==> src/rtl/truth_table_sequencer.sv <==
// Stimulus/response checker for the logic pair a = ~x | y, b = x & y.
// It sweeps x,y through 00..11 PASSES times, scores each sampled vector and reports a verdict.
module truth_table_sequencer #(
    parameter int SETTLE_CYCLES = 1,
    parameter int PASSES        = 1
) (
    input  logic       clk,
    input  logic       rst,
    input  logic       start,
    output logic       x,
    output logic       y,
    input  logic       a_in,
    input  logic       b_in,
    output logic       busy,
    output logic       done,
    output logic       pass,
    output logic [7:0] err_count,
    output logic [3:0] fail_mask,
    output logic [1:0] vec_idx,
    output logic [1:0] state_dbg
);

    localparam int S_EFF = (SETTLE_CYCLES < 1) ? 1 : SETTLE_CYCLES;
    localparam int P_EFF = (PASSES < 1) ? 1 : PASSES;
    localparam int SW    = $clog2(S_EFF + 1);
    localparam int PW    = $clog2(P_EFF + 1);
    localparam logic [SW-1:0] SETTLE_LOAD = SW'(S_EFF);
    localparam logic [PW-1:0] LAST_PASS   = PW'(P_EFF - 1);

    typedef enum logic [1:0] {IDLE, SETTLE, CHECK, DONE} state_t;

    state_t        state, state_nxt;
    logic [SW-1:0] settle_cnt, settle_nxt;
    logic [PW-1:0] pass_cnt, pass_cnt_nxt;
    logic [1:0]    vec_nxt;
    logic          x_nxt, y_nxt, pass_nxt;
    logic [7:0]    err_nxt, err_now;
    logic [3:0]    mask_nxt, mask_now;
    logic          mismatch;

    // start has no ready/ack: it is a level sampled only while IDLE, and
    // any assertion outside IDLE is dropped rather than queued.
    always_comb begin
        state_nxt    = state;
        settle_nxt   = settle_cnt;
        pass_cnt_nxt = pass_cnt;
        vec_nxt      = vec_idx;
        x_nxt        = x;
        y_nxt        = y;
        pass_nxt     = pass;
        err_nxt      = err_count;
        mask_nxt     = fail_mask;

        // A vector scores at most one mismatch even when both outputs are wrong.
        mismatch = (a_in != (~x | y)) | (b_in != (x & y));
        err_now  = (mismatch && err_count != 8'hFF) ? err_count + 8'd1 : err_count;
        mask_now = mismatch ? (fail_mask | (4'b0001 << vec_idx)) : fail_mask;

        case (state)
            IDLE: begin
                x_nxt = 1'b0;
                y_nxt = 1'b0;
                if (start) begin
                    err_nxt      = 8'd0;
                    mask_nxt     = 4'd0;
                    pass_cnt_nxt = '0;
                    vec_nxt      = 2'd0;
                    settle_nxt   = SETTLE_LOAD;
                    state_nxt    = SETTLE;
                end
            end
            SETTLE: begin
                settle_nxt = settle_cnt - SW'(1);
                if (settle_cnt <= SW'(1)) state_nxt = CHECK;
            end
            CHECK: begin
                err_nxt    = err_now;
                mask_nxt   = mask_now;
                settle_nxt = SETTLE_LOAD;
                if (vec_idx != 2'd3) begin
                    vec_nxt   = vec_idx + 2'd1;
                    x_nxt     = vec_nxt[1];
                    y_nxt     = vec_nxt[0];
                    state_nxt = SETTLE;
                end else if (pass_cnt < LAST_PASS) begin
                    pass_cnt_nxt = pass_cnt + PW'(1);
                    vec_nxt      = 2'd0;
                    x_nxt        = 1'b0;
                    y_nxt        = 1'b0;
                    state_nxt    = SETTLE;
                end else begin
                    pass_nxt  = (err_now == 8'd0);
                    vec_nxt   = 2'd0;
                    x_nxt     = 1'b0;
                    y_nxt     = 1'b0;
                    state_nxt = DONE;
                end
            end
            DONE: begin
                x_nxt     = 1'b0;
                y_nxt     = 1'b0;
                state_nxt = IDLE;
            end
            default: state_nxt = IDLE;
        endcase
    end

    always_ff @(posedge clk) begin
        if (rst) begin
            state      <= IDLE;
            settle_cnt <= '0;
            pass_cnt   <= '0;
            vec_idx    <= 2'd0;
            x          <= 1'b0;
            y          <= 1'b0;
            pass       <= 1'b0;
            err_count  <= 8'd0;
            fail_mask  <= 4'd0;
        end else begin
            state      <= state_nxt;
            settle_cnt <= settle_nxt;
            pass_cnt   <= pass_cnt_nxt;
            vec_idx    <= vec_nxt;
            x          <= x_nxt;
            y          <= y_nxt;
            pass       <= pass_nxt;
            err_count  <= err_nxt;
            fail_mask  <= mask_nxt;
        end
    end

    assign busy      = (state == SETTLE) || (state == CHECK);
    assign done      = (state == DONE);
    assign state_dbg = state;

endmodule

==> config.mk <==
export PLATFORM = sky130hd
export DESIGN_NAME = truth_table_sequencer
export DESIGN_NICKNAME = d
export VERILOG_FILES = /design/src/rtl/truth_table_sequencer.sv
export SDC_FILE = /design/constraint.sdc
export NUM_CORES = 1
export LEC_CHECK = 0
export BUFFER_PORTS_ARGS = -buffer_cell sky130_fd_sc_hd__buf_2
export CORE_UTILIZATION = 56
export DETAILED_ROUTE_END_ITERATION = 6
export HOLD_SLACK_MARGIN = 0.02
export PLACE_DENSITY = 0.94
export SLEW_MARGIN = 20
export SYNTH_ARGS = -nofsm -noshare
export SYNTH_HDL_FRONTEND = slang
export SYNTH_SLANG_ARGS = --single-unit
==> constraint.sdc <==
create_clock -name clk -period 5.3 [get_ports clk]
set_clock_uncertainty 0.2 [all_clocks]
set_input_delay 0.265 -clock clk [delete_from_list [all_inputs] [get_ports clk]]
set_output_delay 0.265 -clock clk [all_outputs]
set_load 0.005 [all_outputs]
# Word level (Yosys, flattened, before mapping)
# Cells that the tools add are included.
# word_totals
register_bits	21
inputBits	5
out_inout_bits	21
wordCells	73
# op_classes
n_addsub	4
n_lt_le_gt_ge	2
n_eq_ne	12
n_shift	1
mux	24
bitwise_logic	7
n_reduce_logical	14
# op_table
operator	count
2-to-1 mux 8 bit	2
one-hot mux 8 bit (2 select lines)	1
2-to-1 mux 2 bit	6
!= test 2 bit (second input constant)	6
adder 8 x 1 -> 8 bit (second input constant)	1
logical NOT 8 bit	1
2-to-1 mux 4 bit	2
!= test 8 bit (second input constant)	1
one-hot mux 2 bit (4 select lines)	1
one-hot mux 4 bit (2 select lines)	1
2-to-1 mux 1 bit	6
one-hot mux 1 bit (2 select lines)	3
AND reduction 2 bit	3
AND reduction 3 bit	2
== test 2 bit (second input constant)	2
OR 4 bit	1
one-hot mux 2 bit (2 select lines)	1
AND reduction 4 bit	1
nonzero test 2 bit	2
left shift 1 x 2 -> 4 bit (first input constant)	1
NOT 1 bit	3
one-hot mux 1 bit (3 select lines)	1
nonzero test 3 bit	1
adder 2 x 1 -> 2 bit (second input constant)	1
12 further kinds	14

# Depth between registers and ports, before layout
# Gate-level depths: netlist of run 1.
# depth
word_depth	7
depth_mapped	7
mapped_depth_nobuf	7

# Least setup slack after synthesis of run 1
# Ideal clock, no wire load.
# synth_path
path_kind	flip-flop to flip-flop
from	register err_count[0]
to	register pass
setup_time_ns	0.059
arrival_time_ns	1.715
required_ns	5.041
path_slack_ns	3.326
stages_incl_launch_ff	8
path_buffers	0
period_less_slack_ns	1.974
cell_sequence	dfxtp_1 > ha_1 > nand2_1 > nor3_1 > nor2_2 > or3_1 > a211oi_2 > a31o_1
# synth_via
elab_chain_cells	4
elab_cells_between_ends	5
classes_between	add/sub (1); eq/ne (1); mux (1); reduce/logical (2)
# synth_rtl
item	line	source
start: declaration	17	output logic [7:0] err_count,
start signal: assignment	127	err_count <= err_nxt;
branches (longest 2 deep; another with adder 8 x 1 -> 8 bit)	--	
2-to-1 mux 8 bit (*)	56	err_now = (mismatch && err_count != 8'hFF) ? err_count + 8'd1 : err_count;
logical NOT 8 bit (*)	92	pass_nxt = (err_now == 8'd0);
end signal: assignment	126	pass <= pass_nxt;
end: declaration	16	output logic pass,
# Mark *: on every way between the ends.
# A chain may end at the register's enable or synchronous reset.

# Worst setup path in the final report of run 1
# Ends and elaborated chain as after synthesis.

==> metrics.md, run 1 <==
| Metric | Value |
|---|---|
| Nets | `174` |
| Post-synthesis sequential element count | `19` |
| Depth of the worst register-to-register path | `7` |
| Fin crit period | `2190 ps` |
| Power density over cell area | `233 nW/um2` |
| Wire length of the first global-routing pass | `4040 um` |
| Clk sinks | `19` |
| Avg Inst Size Synth | `8.30 um2` |
| Summed instance area of the synthesized netlist | `1100 um2` |
| Remaining antenna violation count after routing | `0` |
| Full die area | `2150 um2` |
| Most common cell in the netlist | `nor2_1` |
| Clock Root Buffer | `clkbuf_4` |
| Share of cells above drive strength 1 | `23.9%` |
| Worst Hold Depth | `3` |
| Leakage power total | `0.543 nW` |
| CP Cell Sequence | `ha_1, nand2_1, nor3_1, nor2_2, or3_1, a211oi_2, a31o_1` |
| Overall routed net length | `2470 um` |
| Number of buffers inserted to repair setup after CTS | `0` |
| TritonRoute pass-1 iters | `4` |
| Starting utilization of the core area | `61.9%` |
| Post-Place Worst Slack | `3180 ps` |
| Number of synthesized flops with an enable pin | `0` |
| # DRC | `0` |
| Mean number of vias per cell | `5.88` |
| Type of the worst min-delay path | `in -> reg` |
| TritonCTS clock tree | `done` |
| Syn Inst Count | `133` |
| Cell with the largest stage delay on the worst path | `dfxtp_1` |
| Peak supply drop | `150 uV` |
| Setup violation total in the final timing report | `0` |
| 1st-iter DRT viols | `19` |
| Worst slew slack as a fraction of its limit | `56.0%` |
| Unrepaired setup endpoints after global routing | `no` |
| Top area cells in the synthesized netlist | `dfxtp_1 34%, ha_1 10%, nor2_1 8.5%` |
| Number of gates given a new drive strength after cts | `0` |
| Cell taking the most area after synthesis | `dfxtp_1` |
| Unique cell type count in the Yosys netlist | `38` |
| Die height | `46.4 um` |
| Overall Global Routing Usage | `26.4%` |
| GR Overflow Total | `0` |
| Clock-pin transition on the worst setup and hold timing paths | `110 ps` |
| Startpoint kind of the worst setup timing path | `flip-flop` |
| Detailed-placement wirelength estimate | `1840 um` |
| Maximum operating frequency | `0.456 GHz` |
| Nets in the synthesized netlist | `147` |
| Boundary pin count | `26` |
| Fin. Hold Viols | `0` |
| Crit path required time | `5350 ps` |
| Ant. Diodes | `0` |
| Async S/R FF share, synth | `0%` |
| Top fanout value on the critical path | `7` |
| Core Box Area | `1780 um2` |
| Total of max-cap violations | `0` |
| Source-to-sink clock delay at the later pin of the worst-skew pair | `300 ps` |
| Area taken by flip-flops and latches | `380 um2` |
| Worst Max-Slew Pin Slew | `655 ps` |
| Type of the worst setup path | `reg -> reg` |
| Multi-input combinational cell area | `693 um2` |
| Leading register cell type out of synthesis | `dfxtp_1` |
| Total Neg Setup Slack | `0 ps` |
| FP Rows | `15` |
| CTS HTree Levels | `1` |
| Area grow syn2layout | `15.6%` |
| Vias in the first global route | `922` |
| Vias post-DR | `1082` |
| Max Slew Vio Count | `0` |
| Die boundary width | `46.4 um` |
| Synth top area share | `34.5%` |
| Most instantiated cells after synthesis | `25 x nor2_1, 19 x dfxtp_1, 12 x a21oi_1` |
| Longest Clk Path Bufs | `2` |
| Antenna violations before repair | `0` |
| Worst endpoint data arrival time | `2250 ps` |
| Number of hold buffers added after cts | `0` |
| Share of synthesized area occupied by flip-flops and latches | `34.5%` |
| Largest net degree at the start of global routing | `18` |
| Count of buffers from port buffering | `25` |
| Endpoint type of the worst setup path | `flip-flop` |
| Outcome | `finished clean` |
| Worst Setup Slack, final | `3110 ps` |
| Final weighted congestion in routability-driven placement | `0.928` |
| Number of buffers created by CTS | `3` |
| Crit-path max cell delay | `460 ps` |
| Detailed-route wire length per cell | `13.4 um` |
| Syn. warnings | `0` |
| Share of the clock period used by the worst path | `41.4%` |
| Fillers | `155` |
[final timing paths]
path                      from            to  slack (ps)
hold / removal           start  state_dbg[0]          70
hold reg to reg   fail_mask[0]  fail_mask[0]         280
setup reg to reg  err_count[0]          pass        3110
setup / recovery  err_count[0]          pass        3110
[state kept, by name (all words and copies together), names as in the netlist]
signal and flops:
err_count 8, fail_mask 4, state_dbg 2, vec_idx 2, pass 1, x 1
y 1
[critical path, delay by kind of cell (launching register included)]
family                     cells  cell delay (ps)
adders and majority gates      1              230
and+or+nand+nor                4              890
AOI/OAI and AO/OA              2              370
DFF                            1              460
[layer usage]
metal / wire, um / share of wire [%] / GRT usage [%]
met4: 44 / 1.8 / 12.9
met2: 1180 / 48 / 42.2
met3: 90 / 3.6 / 3.53
met5: 0 / 0 / 0
met1: 1150 / 47 / 34.4
[placed cells by master (no fill, tap or decap), types with 2 or more instances in the layout]
master    instances
buf_2            25
a41oi_1           2
a21oi_1          12
nor2_1           25
ha_1              9
nand3_1           3
nand2b_1          2
and2_1            2
nor3_1            6
o21ai_0           4
nand4_1           2
a311oi_1          3
a22oi_1           3
nand2_1           8
clkbuf_4          3
mux2_2            2
inv_1             5
dfxtp_1          19
mux2i_1           3
[stage by stage]
stage	instance area [um2]	total power [mW]	cells	util, %	hold WS (ps)
global placement	1250	0.223	180	70.0	248
floorplan	1100	0.205	133	-	253
CTS	1280	0.300	184	71.6	63.5
detailed placement	1250	0.226	180	70.0	257
finish	1280	0.297	184	71.6	69.9
global route	1280	0.315	184	71.6	84.6
[report_power, final]
group	internal, mW	switching [mW]
registers	0.149	0.00787
logic	0.0272	0.0399
clock network	0.0282	0.0451
[cells by family (layout without fill, tap and decap cells)]
kind of cell    count (synthesis)  after routing  share of synthesized area (%)
simple gates                   59             59                           27.7
mux                             5              5                           4.76
flops                          19             19                           34.5
buf+inv                         8             34                           2.72
fa+ha+maj                       9              9                           10.2
compound gates                 33             33                           20.2
[layout make-up]
cell class | instances | area share [%]
timing repair buffer | 25 | 9.80
inverter | 5 | 1.47
clock inverter | 1 | 0.392
multi-input combinational | 106 | 54.3
sequential | 19 | 29.8
clock buffer | 3 | 1.76
tap | 25 | 2.45
Power figures use the tool's default switching activity.
==> run 2, diff against run 1 <==
--- a/config.mk
+++ b/config.mk
@@ -6,10 +6,10 @@
 export NUM_CORES = 1
 export LEC_CHECK = 0
 export BUFFER_PORTS_ARGS = -buffer_cell sky130_fd_sc_hd__buf_2
-export CORE_UTILIZATION = 56
+export CORE_UTILIZATION = 47
 export DETAILED_ROUTE_END_ITERATION = 6
 export HOLD_SLACK_MARGIN = 0.02
-export PLACE_DENSITY = 0.94
+export PLACE_DENSITY = 0.85
 export SLEW_MARGIN = 20
 export SYNTH_ARGS = -nofsm -noshare
 export SYNTH_HDL_FRONTEND = slang
==> constraint.sdc (replaced) <==
create_clock -name clk -period 2 [get_ports clk]
set_clock_uncertainty 0.2 [all_clocks]
set_input_delay 0.1 -clock clk [delete_from_list [all_inputs] [get_ports clk]]
set_output_delay 0.1 -clock clk [all_outputs]
set_load 0.005 [all_outputs]
==> run 2 against run 1 <==
- die area grew 18%
- via count is 6.7% higher
- cell area grew 13%
- utilization fell by 6.3 points
- register-to-register slack worse by 3100 ps
- hold slack better by 210 ps
- combinational power rose to 3.3 times the previous value
- non-clock buffer count up 18
- power grew to 2.8 times the previous value
- first-iteration DRC count grew 32%
- sequential cell count unchanged
- critical path depth is 1 lower
==> metrics.md, run 2 (synthesis results as in run 1) <==
| Metric | Value |
|---|---|
| Top register by number of flip-flops | `err_count` |
| TritonCTS clock tree | `done` |
| Core utilization of the finished layout | `65.3%` |
| Total of max-cap violations | `0` |
| Outcome | `finished clean` |
| Fin crit period | `1990 ps` |
| Worst Setup Slack, final | `8.25 ps` |
| Share of cells above drive strength 1 | `33.9%` |
| Wire length of the first global-routing pass | `4590 um` |
| Longest Clk Path Bufs | `2` |
| Clock Root Buffer | `clkbuf_4` |
| CP Cell Sequence | `or4b_4, nand3_4, nor2_2, or3_1, a211oi_2, a31o_1` |
| Source-to-sink clock delay at the later pin of the worst-skew pair | `300 ps` |
| Setup violation total in the final timing report | `0` |
| Final weighted congestion in routability-driven placement | `0.884` |
| Endpoint type of the worst setup path | `flip-flop` |
| Post-layout instance area | `1450 um2` |
| Power density over cell area | `573 nW/um2` |
| Boundary pin count | `26` |
| Placed inst area | `1360 um2` |
| 1st-iter DRT viols | `25` |
| Startpoint kind of the worst setup timing path | `flip-flop` |
| Worst-case hold slack | `281 ps` |
| # DRC | `0` |
| Top fanout value on the critical path | `6` |
| TritonRoute pass-1 iters | `4` |
| Cell with the largest stage delay on the worst path | `or4b_4` |
| Clock-pin transition on the worst setup and hold timing paths | `120 ps` |
| Count of buffers from port buffering | `25` |
| Vias post-DR | `1155` |
| Die height | `50.5 um` |
| Detailed-route wire length per cell | `13.5 um` |
| Unrepaired setup endpoints after global routing | `yes` |
| Clk sinks | `19` |
| GR Overflow Total | `0` |
| Leakage power total | `0.633 nW` |
| Final Instance Count excl. Fillers | `205` |
| Worst slew slack as a fraction of its limit | `78.0%` |
| Detailed-placement wirelength estimate | `2090 um` |
| Post-Place Worst Slack | `-8.66 ps` |
| Area grow syn2layout | `31.0%` |
| Crit-path max cell delay | `560 ps` |
| Crit path required time | `2060 ps` |
| Registers with the most flip-flops | `err_count: 8 flops, fail_mask: 4 flops` |
| Fin. Hold Viols | `0` |
| Overall Global Routing Usage | `23.4%` |
| Largest net degree at the start of global routing | `18` |
| Vias in the first global route | `1063` |
| Starting utilization of the core area | `49.9%` |
| Top library cells by usage in the layout, fill and taps aside | `25 x nor2_1, 25 x buf_2, 18 x dfxtp_1, 15 x buf_4, 12 x a21oi_1` |
| Die boundary width | `50.5 um` |
| Antenna violations before repair | `0` |
| Number of placed cells counting well taps | `197` |
| Peak supply drop | `479 uV` |
| Number of buffers created by CTS | `3` |
| Core Box Area | `2210 um2` |
| Worst Max-Slew Pin Slew | `326 ps` |
| Type of the worst setup path | `reg -> reg` |
| Worst endpoint data arrival time | `2050 ps` |
| Total buffers and inverters traversed by the critical path | `0` |
| Ant. Diodes | `0` |
| Share of the clock period used by the worst path | `99.6%` |
| Critical path's top delay family | `simple AND/OR/NAND/NOR gates` |
| Remaining antenna violation count after routing | `0` |
| Overall routed net length | `2770 um` |
| Mean number of vias per cell | `5.63` |
| Full die area | `2550 um2` |
| Nets | `192` |
| Max FFs per register | `8` |
| CTS HTree Levels | `1` |
| FP Rows | `17` |
| Max Slew Vio Count | `0` |
| Fillers | `213` |
| Maximum operating frequency | `0.502 GHz` |
| Type of the worst min-delay path | `reg -> reg` |
## run 2: report_power, final
part | switching, mW | internal (mW)
clock | 0.121 | 0.0745
combinational | 0.123 | 0.0998
sequential | 0.0139 | 0.396
## run 2: path summary, 6_finish.rpt
kind                              startpoint           end  slack [ps]  cells past startpoint
worst max-delay path                       y          pass           8                      6
worst min-delay path            fail_mask[2]  fail_mask[2]         280                      2
worst max register to register             y          pass           8                      6
worst min register to register  fail_mask[2]  fail_mask[2]         280                      2
## run 2: area by class of cell
| cell class | instances | area (um2) | share of cell area (%) |
|---|---|---|---|
| sequential | 19 | 382 | 26.4 |
| timing repair buffer | 43 | 268 | 18.5 |
| tap | 28 | 35.0 | 2.42 |
| inverter | 5 | 18.8 | 1.30 |
| clock inverter | 1 | 5.00 | 0.346 |
| multi-input combinational | 106 | 714 | 49.4 |
| clock buffer | 3 | 22.5 | 1.56 |
## run 2: per-stage QoR
step / total power, mW / setup TNS (ps)
final: 0.829 / 0
after global routing: 0.879 / -129
after CTS: 0.825 / 0
after detailed placement: 0.620 / -8.66
after global placement: 0.610 / 0
after floorplan: 0.543 / 0
## run 2: worst reg2reg max path, stage by stage (launching register included)
cell      delay, ps
dfxtp_2         350
or4b_4          560
nand3_4         120
nor2_2           60
or3_1           320
a211oi_2        190
a31o_1          160
## run 2: layer usage
metal  up-vias  track usage (%)  part of all wire, %  routed length, um
li1        573                -                    -                  -
met1       555             29.5                   46               1270
met2        25             42.4                   50               1400
met3         2             1.82                  3.3                 91
met4         0             6.02                 0.65                 18
met5         -                0                    0                  0
## run 2: repair_timing
action,in CTS,in global routing
gates resized for setup,1,8
buffers inserted,1,0
hold endpoints to repair,14,0
pin swaps,1,2
hold buffers,3,0
setup endpoints to repair,1,8
